===== src/rtl/matmul_pkg.sv =====
// Shared types and constants for the matrix-product scheduler.
package matmul_pkg;

  typedef enum logic [2:0] {IDLE, LOAD, RUN, DRAIN, WRITE, DONE} state_t;

  localparam int IDX_W = 4;

  // Accumulator wide enough for WIDTH full-scale products to sum without wrapping.
  function automatic int acc_width(input int bits, input int width);
    return 2 * bits + $clog2(width);
  endfunction

endpackage


===== src/rtl/matmul_if.sv =====
// Result stream of the matrix-product scheduler: one C element per valid/ready handshake.
interface matmul_if
  import matmul_pkg::*;
#(
  parameter int ACC_W = 50
);
  logic             res_valid;
  logic             res_ready;
  logic [IDX_W-1:0] res_row;
  logic [IDX_W-1:0] res_col;
  logic [ACC_W-1:0] res_data;

  modport master (output res_valid, res_row, res_col, res_data, input res_ready);
  modport slave  (input res_valid, res_row, res_col, res_data, output res_ready);
endinterface


===== src/rtl/mac_lane.sv =====
// Single multiply-accumulate lane: acc <= a*b + (clear_acc ? 0 : acc) when en.
// One registered stage; no backpressure, the scheduler gates it with en.
module mac_lane #(
  parameter int BITS  = 24,
  parameter int ACC_W = 50
) (
  input  logic             clk,
  input  logic             reset,
  input  logic             en,
  input  logic             clear_acc,
  input  logic [BITS-1:0]  a,
  input  logic [BITS-1:0]  b,
  output logic [ACC_W-1:0] acc
);

  logic [2*BITS-1:0] prod;

  assign prod = {{BITS{1'b0}}, a} * {{BITS{1'b0}}, b};

  always_ff @(posedge clk or posedge reset) begin
    if (reset) begin
      acc <= '0;
    end else if (en) begin
      acc <= ACC_W'(prod) + (clear_acc ? '0 : acc);
    end
  end

endmodule


===== src/rtl/matmul_scheduler.sv =====
// Sequences C=A*B through one MAC lane; first result 2+WIDTH cycles after start, then WIDTH+2 each.
// Only WRITE stalls on res_ready. Optional cycle counter: define MATMUL_CYCLE_CNT_EN.
module matmul_scheduler
  import matmul_pkg::*;
#(
  parameter int BITS  = 24,
  parameter int WIDTH = 3
) (
  input  logic            clk,
  input  logic            reset,
  input  logic            start,
  input  logic            abort,
  input  logic [BITS-1:0] a_mat [WIDTH*WIDTH],
  input  logic [BITS-1:0] b_mat [WIDTH*WIDTH],
  output logic            busy,
  output logic            done,
  matmul_if.master        res,
  output logic [15:0]     cycle_cnt
);

  localparam int ACC_W = acc_width(BITS, WIDTH);
  localparam int N     = WIDTH * WIDTH;
  localparam int MI_W  = $clog2(N);
  localparam logic [IDX_W-1:0] LAST = IDX_W'(WIDTH - 1);

  state_t           state, state_nxt;
  logic [BITS-1:0]  a_reg [N];
  logic [BITS-1:0]  b_reg [N];
  logic [IDX_W-1:0] row, col, k;
  logic [MI_W-1:0]  a_idx, b_idx;
  logic [ACC_W-1:0] lane_acc, res_q;
  logic             lane_en, clear_acc;

  always_ff @(posedge clk or posedge reset) begin
    if (reset) state <= IDLE;
    else       state <= state_nxt;
  end

  always_comb begin
    state_nxt = state;
    case (state)
      IDLE:    if (start && !abort) state_nxt = LOAD;
      LOAD:    state_nxt = RUN;
      RUN:     if (k == LAST) state_nxt = DRAIN;
      DRAIN:   state_nxt = WRITE;
      WRITE:   if (res.res_ready) state_nxt = (row == LAST && col == LAST) ? DONE : RUN;
      DONE:    state_nxt = IDLE;
      default: state_nxt = IDLE;
    endcase
    if (abort && state != IDLE) state_nxt = IDLE;
  end

  assign a_idx     = MI_W'(int'(row) * WIDTH + int'(k));
  assign b_idx     = MI_W'(int'(k) * WIDTH + int'(col));
  assign lane_en   = (state == RUN);
  assign clear_acc = (state == RUN) && (k == '0);

  mac_lane #(.BITS(BITS), .ACC_W(ACC_W)) u_lane (
    .clk       (clk),
    .reset     (reset),
    .en        (lane_en),
    .clear_acc (clear_acc),
    .a         (a_reg[a_idx]),
    .b         (b_reg[b_idx]),
    .acc       (lane_acc)
  );

  // Operands are snapshotted in LOAD so the job is immune to later input changes.
  always_ff @(posedge clk or posedge reset) begin
    if (reset) begin
      a_reg <= '{default: '0};
      b_reg <= '{default: '0};
      row   <= '0;
      col   <= '0;
      k     <= '0;
      res_q <= '0;
    end else begin
      case (state)
        LOAD: begin
          a_reg <= a_mat;
          b_reg <= b_mat;
          row   <= '0;
          col   <= '0;
          k     <= '0;
        end
        RUN:   k <= (k == LAST) ? '0 : k + 1'b1;
        DRAIN: res_q <= lane_acc;
        WRITE: if (res.res_ready) begin
          if (col == LAST) begin
            col <= '0;
            row <= (row == LAST) ? '0 : row + 1'b1;
          end else begin
            col <= col + 1'b1;
          end
        end
        default: ;
      endcase
    end
  end

  assign busy          = (state != IDLE);
  assign done          = (state == DONE);
  assign res.res_valid = (state == WRITE);
  assign res.res_row   = row;
  assign res.res_col   = col;
  assign res.res_data  = res_q;

`ifdef MATMUL_CYCLE_CNT_EN
  logic [15:0] cnt_q;

  always_ff @(posedge clk or posedge reset) begin
    if (reset)                                  cnt_q <= '0;
    else if (state == IDLE && state_nxt == LOAD) cnt_q <= '0;
    else if (busy && cnt_q != 16'hFFFF)          cnt_q <= cnt_q + 16'd1;
  end

  assign cycle_cnt = cnt_q;
`else
  assign cycle_cnt = '0;
`endif

endmodule


===== src/flat_wrapper.sv =====
// flat-port wrapper written by rule: the top's interface ports become plain ports
module matmul_scheduler_flat import matmul_pkg::*;
#(
  parameter int BITS  = 24,
  parameter int WIDTH = 3
)
  (clk, reset, start, abort, a_mat, b_mat, busy, done, cycle_cnt, res_res_valid, res_res_row, res_res_col, res_res_data, res_res_ready);
  matmul_if #(.ACC_W((50))) res_i ();
  input  logic clk;
  input  logic reset;
  input  logic start;
  input  logic abort;
  input  logic [BITS-1:0] a_mat[WIDTH*WIDTH];
  input  logic [BITS-1:0] b_mat[WIDTH*WIDTH];
  output logic busy;
  output logic done;
  output logic [15:0] cycle_cnt;
  output wire logic [$bits(res_i.res_valid)-1:0] res_res_valid;
  output wire logic [$bits(res_i.res_row)-1:0] res_res_row;
  output wire logic [$bits(res_i.res_col)-1:0] res_res_col;
  output wire logic [$bits(res_i.res_data)-1:0] res_res_data;
  input wire logic [$bits(res_i.res_ready)-1:0] res_res_ready;
  assign res_res_valid = res_i.res_valid;
  assign res_res_row = res_i.res_row;
  assign res_res_col = res_i.res_col;
  assign res_res_data = res_i.res_data;
  assign res_i.res_ready = res_res_ready;
  matmul_scheduler #(.BITS(BITS), .WIDTH(WIDTH)) u_core (.clk(clk), .reset(reset), .start(start), .abort(abort), .a_mat(a_mat), .b_mat(b_mat), .busy(busy), .done(done), .res(res_i), .cycle_cnt(cycle_cnt));
endmodule

===== config.mk =====
export PLATFORM = sky130hd
export DESIGN_NAME = matmul_scheduler_flat
export DESIGN_NICKNAME = d
export VERILOG_FILES = /design/src/rtl/matmul_pkg.sv /design/src/rtl/matmul_if.sv /design/src/rtl/mac_lane.sv /design/src/rtl/matmul_scheduler.sv /design/src/flat_wrapper.sv
export SDC_FILE = /design/constraint.sdc
export NUM_CORES = 2
export LEC_CHECK = 0
export CAP_MARGIN = 20
export CORE_UTILIZATION = 58
export DETAILED_ROUTE_END_ITERATION = 10
export PLACE_DENSITY = 0.81
export SKIP_CTS_REPAIR_TIMING = 1
export SYNTH_ARGS = -nofsm -noshare
export SYNTH_HDL_FRONTEND = slang
export SYNTH_SLANG_ARGS = --single-unit

===== constraint.sdc =====
create_clock -name clk -period 21 [get_ports clk]
set_clock_uncertainty 0.05 [all_clocks]
set_input_delay 2.1 -clock clk [delete_from_list [all_inputs] [get_ports clk]]
set_output_delay 2.1 -clock clk [all_outputs]
set_load 0.02 [all_outputs]

==> flow_results.org <==
** Setup path
- Startpoint types :: flip-flop
- Grouping stages by cell kind, the critical path spends the most delay in adder cells.
- The worst register-to-register path has a setup slack of 10.27 ns.
- On the worst path, the slowest cell contributes a delay of 0.99 ns.
- Worst flop-to-flop path endpoint :: u_core.u_lane.acc[44]
- STA classifies the critical path endpoint as a flip-flop.
- Most common cell type on the critical path :: fa_1
- The worst setup path is of the reg -> reg kind.
- Launch point of the critical path :: u_core.k[1]
- In this run the critical register-to-register path is launched from u_core.k[1].
- Data on the critical path arrives at its endpoint at 11.29 ns.
- On the critical path, the stage with the largest delay is an instance of a31oi_2.
- Data required time at the worst endpoint :: 21.56 ns
- Measured in cells, the most critical reg-to-reg path has a length of 26.
- Counting both buffers and inverters, the worst setup path holds a total of 3.
- Critical-path maximum fanout :: 30

** Routing
- Dividing the detail-routed wire length by the instance count gives 23.4 um.
- Antenna-violating nets left :: 0
- Summed over all layers, the routed wires come to 130 mm.
- The first detailed-routing pass took 7 iterations.
- For this run, design rule violations remaining after detail routing come to 0.
- Vias :: 32500
- The detailed router finished its first iteration with 2705 violations.
- Using the TritonRoute via totals, the vias-per-cell ratio works out to 5.85.

** Global routing
- Vias in the first global route :: 35800
- For this run, the total global-route usage over all layers was measured as 0.341.
- Entering global routing, the biggest net connects 187 pins.
- Overall overflow remaining after global route :: 0
- The number of antenna violations at the first check in global routing came to 44.
- The first global-routing pass estimated 202 mm of wire.

** Yosys
- Share of flip-flops with an asynchronous set or reset after synthesis :: 1.00
- Fraction of post-synthesis cell area in the top cell type by area :: 0.305
- Sequential area share after synthesis :: 0.305
- Counting flops with a built-in enable in the synthesized netlist gives 0.
- Synthesis inferred 547 register bits.
- Post-synthesis instance area :: 44900 um2
- Post-Syn Instances :: 4050
- Summed over all instances, the cell type with the most area after synthesis is dfrtp_1.
- The netlist uses 85 different library cells.
- Primary FF master, synth :: dfrtp_1
- Sorting the synthesized cells by area gives the leading types as dfrtp_1, fa_1, mux2_2, ha_1, inv_1.
- Per-instance average area after synthesis :: 11.1 um2
- During synthesis, Yosys emitted a total of 0 warnings.

** Hold path
- Hold Path Sink :: u_core.u_lane.acc[2]
- In this run the most critical hold path is launched from u_core.u_lane.acc[2].
- The worst hold path was traced through 2 stages.
- Hold/Removal Path Class :: reg -> reg

** STA
- Setup repair after global routing missed its margin :: false
- Slew at the pin closest to its max-slew limit :: 1.30 ns
- Sum Neg Setup Slack :: 0 ns
- The hold violation total from the final report is 0.
- The clock period could shrink to 10.73 ns.
- In the finished design, the share of the clock period the worst path needs comes to 0.511.
- Maximum clock frequency :: 93.2 MHz
- Pins over their slew limit :: 0
- The worst path meets setup with 10.27 ns of slack.
- Number of setup violations in the final report :: 0
- Relative max-transition margin :: 0.132

** CTS
- Number of sinks on the clock net :: 547
- No sink is reached through more buffers than the 3 on the longest clock path.
- Clock latency on the worst-skew pair :: 0.70 ns
- Post-CTS clock slew at the launch and capture registers of the worst setup and hold paths :: 0.06 ns
- The H-tree was split into 2 levels.
- Number of buffers added by the clock tree synthesis step :: 60
- TritonCTS built the clock tree.
- Clock tree synthesis selected as its root buffer the cell clkbuf_16.

** Cells and area
- Share of the core filled with cells in the final layout :: 0.694
- From synthesis to final layout, the design area changed by 18.0%.
- Combined area of the multi-input logic cells :: 28000 um2
- Filler instances :: 5549
- Of the cells placed in the final design, the portion with a size suffix greater than 1 is 0.187.
- Register area :: 13700 um2
- Final-stage net count :: 5608
- Final non-filler cell total :: 5564

** Place
- After legalization and detailed placement, the total HPWL measured 98.4 mm.
- Placed insts :: 5409
- Number of buffers inserted by port buffering :: 497
- Last weighted congestion value of the routability-driven placer :: 0.973
- Worst-case setup slack after placement :: 10.49 ns

** Floorplanning
- From left edge to right edge, the die measures 280 um.
- Standard-cell rows :: 101
- The die is 280 um tall.
- Area of the die :: 78600 um2
- In this run the count of I/O pins placed on the die edge is 514.
- Std-Cell Core Area :: 76300 um2
- Initial core utilization :: 0.589

** Job
- Count of max-cap constraint violations :: 0

** Run status
- The flow ran to the end, and the final reports show no timing, DRC or antenna violations.
==> layout make-up <==
type / instances / area share
clock buffer: 81 / 0.0319
multi-input combinational: 2646 / 0.528
inverter: 636 / 0.0452
tap: 1030 / 0.0243
antenna: 45 / 0.00212
sequential: 547 / 0.258
timing repair buffer: 551 / 0.103
clock inverter: 28 / 0.00765
==> worst min-delay path, cell delays in order (launching register included) <==
cell and delay [ns]:
dfrtp_1 0.35, nand2_1 0.05, nand2_1 0.05
==> logic make-up after synthesis <==
logic type | Yosys count | share of synthesized area
simple gates | 912 | 0.0870
buf+inv | 872 | 0.0785
fa+ha+maj | 730 | 0.293
mux | 629 | 0.180
flops | 547 | 0.305
compound gates | 314 | 0.0478
xor+xnor | 45 | 0.00877
other cells | 1 | 0.0000835
==> how the worst max path moves through the flow <==
stage / to / depth (start not counted)
global route: u_core.u_lane.acc[43] / 30
detailed placement: u_core.u_lane.acc[44] / 26
CTS: u_core.u_lane.acc[44] / 26
global placement: u_core.u_lane.acc[43] / 33
finish: u_core.u_lane.acc[44] / 26
floorplan: u_core.a_reg[0] / 1
==> synthesized netlist by cell type (all sizes together) (13+ instances only) <==
library cell,number
inv,636
dfrtp,547
fa,536
mux2,484
nand2,373
nor2,363
ha,193
buf,157
mux4,96
o21ai,82
clkbuf,79
a21oi,60
mux2i,49
a31oi,46
and2,46
a31o,36
a21o,29
xnor2,27
nand2b,23
nand3,23
xor2,18
nand4,13
nor3,13
or2,13
==> through the flow <==
stage / hold slack, ns / cell area (um2)
after detailed placement: 0.436 / 50800
after global placement: 0.430 / 50700
after floorplan: 0.399 / 45000
after global routing: 0.467 / 53000
final: 0.441 / 53000
after CTS: 0.432 / 52900
==> metal layers <==
metal / vias up / track usage / wire length, um
li1: 13800 / - / -
met1: 16500 / 0.392 / 44700
met2: 1685 / 0.569 / 64200
met3: 555 / 0.0762 / 11200
met4: 6 / 0.236 / 10300
met5: - / 0 / 38
==> placed cells by master (no fill, tap or decap), drive strengths merged, types with 6 or more instances in the layout <==
cell and n:
a21o 29, a21oi 60, a31o 36, a31oi 46, and2 46, and3 9
buf 54, bufinv 7, clkbuf 81, clkdlybuf4s50 497, clkinv 16, conb 16
dfrtp 547, diode 45, fa 536, ha 193, inv 638, mux2 484
mux2i 49, mux4 96, nand2 373, nand2b 23, nand3 23, nand4 13
nor2 363, nor2b 8, nor3 13, nor3b 9, o211ai 8, o21ai 82
o21bai 9, o31ai 7, or2 13, or3 6, xnor2 27, xor2 18
Power is left out: the tool's default activity adds up to more than one toggle a clock period on the data nets, which glitch-free logic cannot reach.
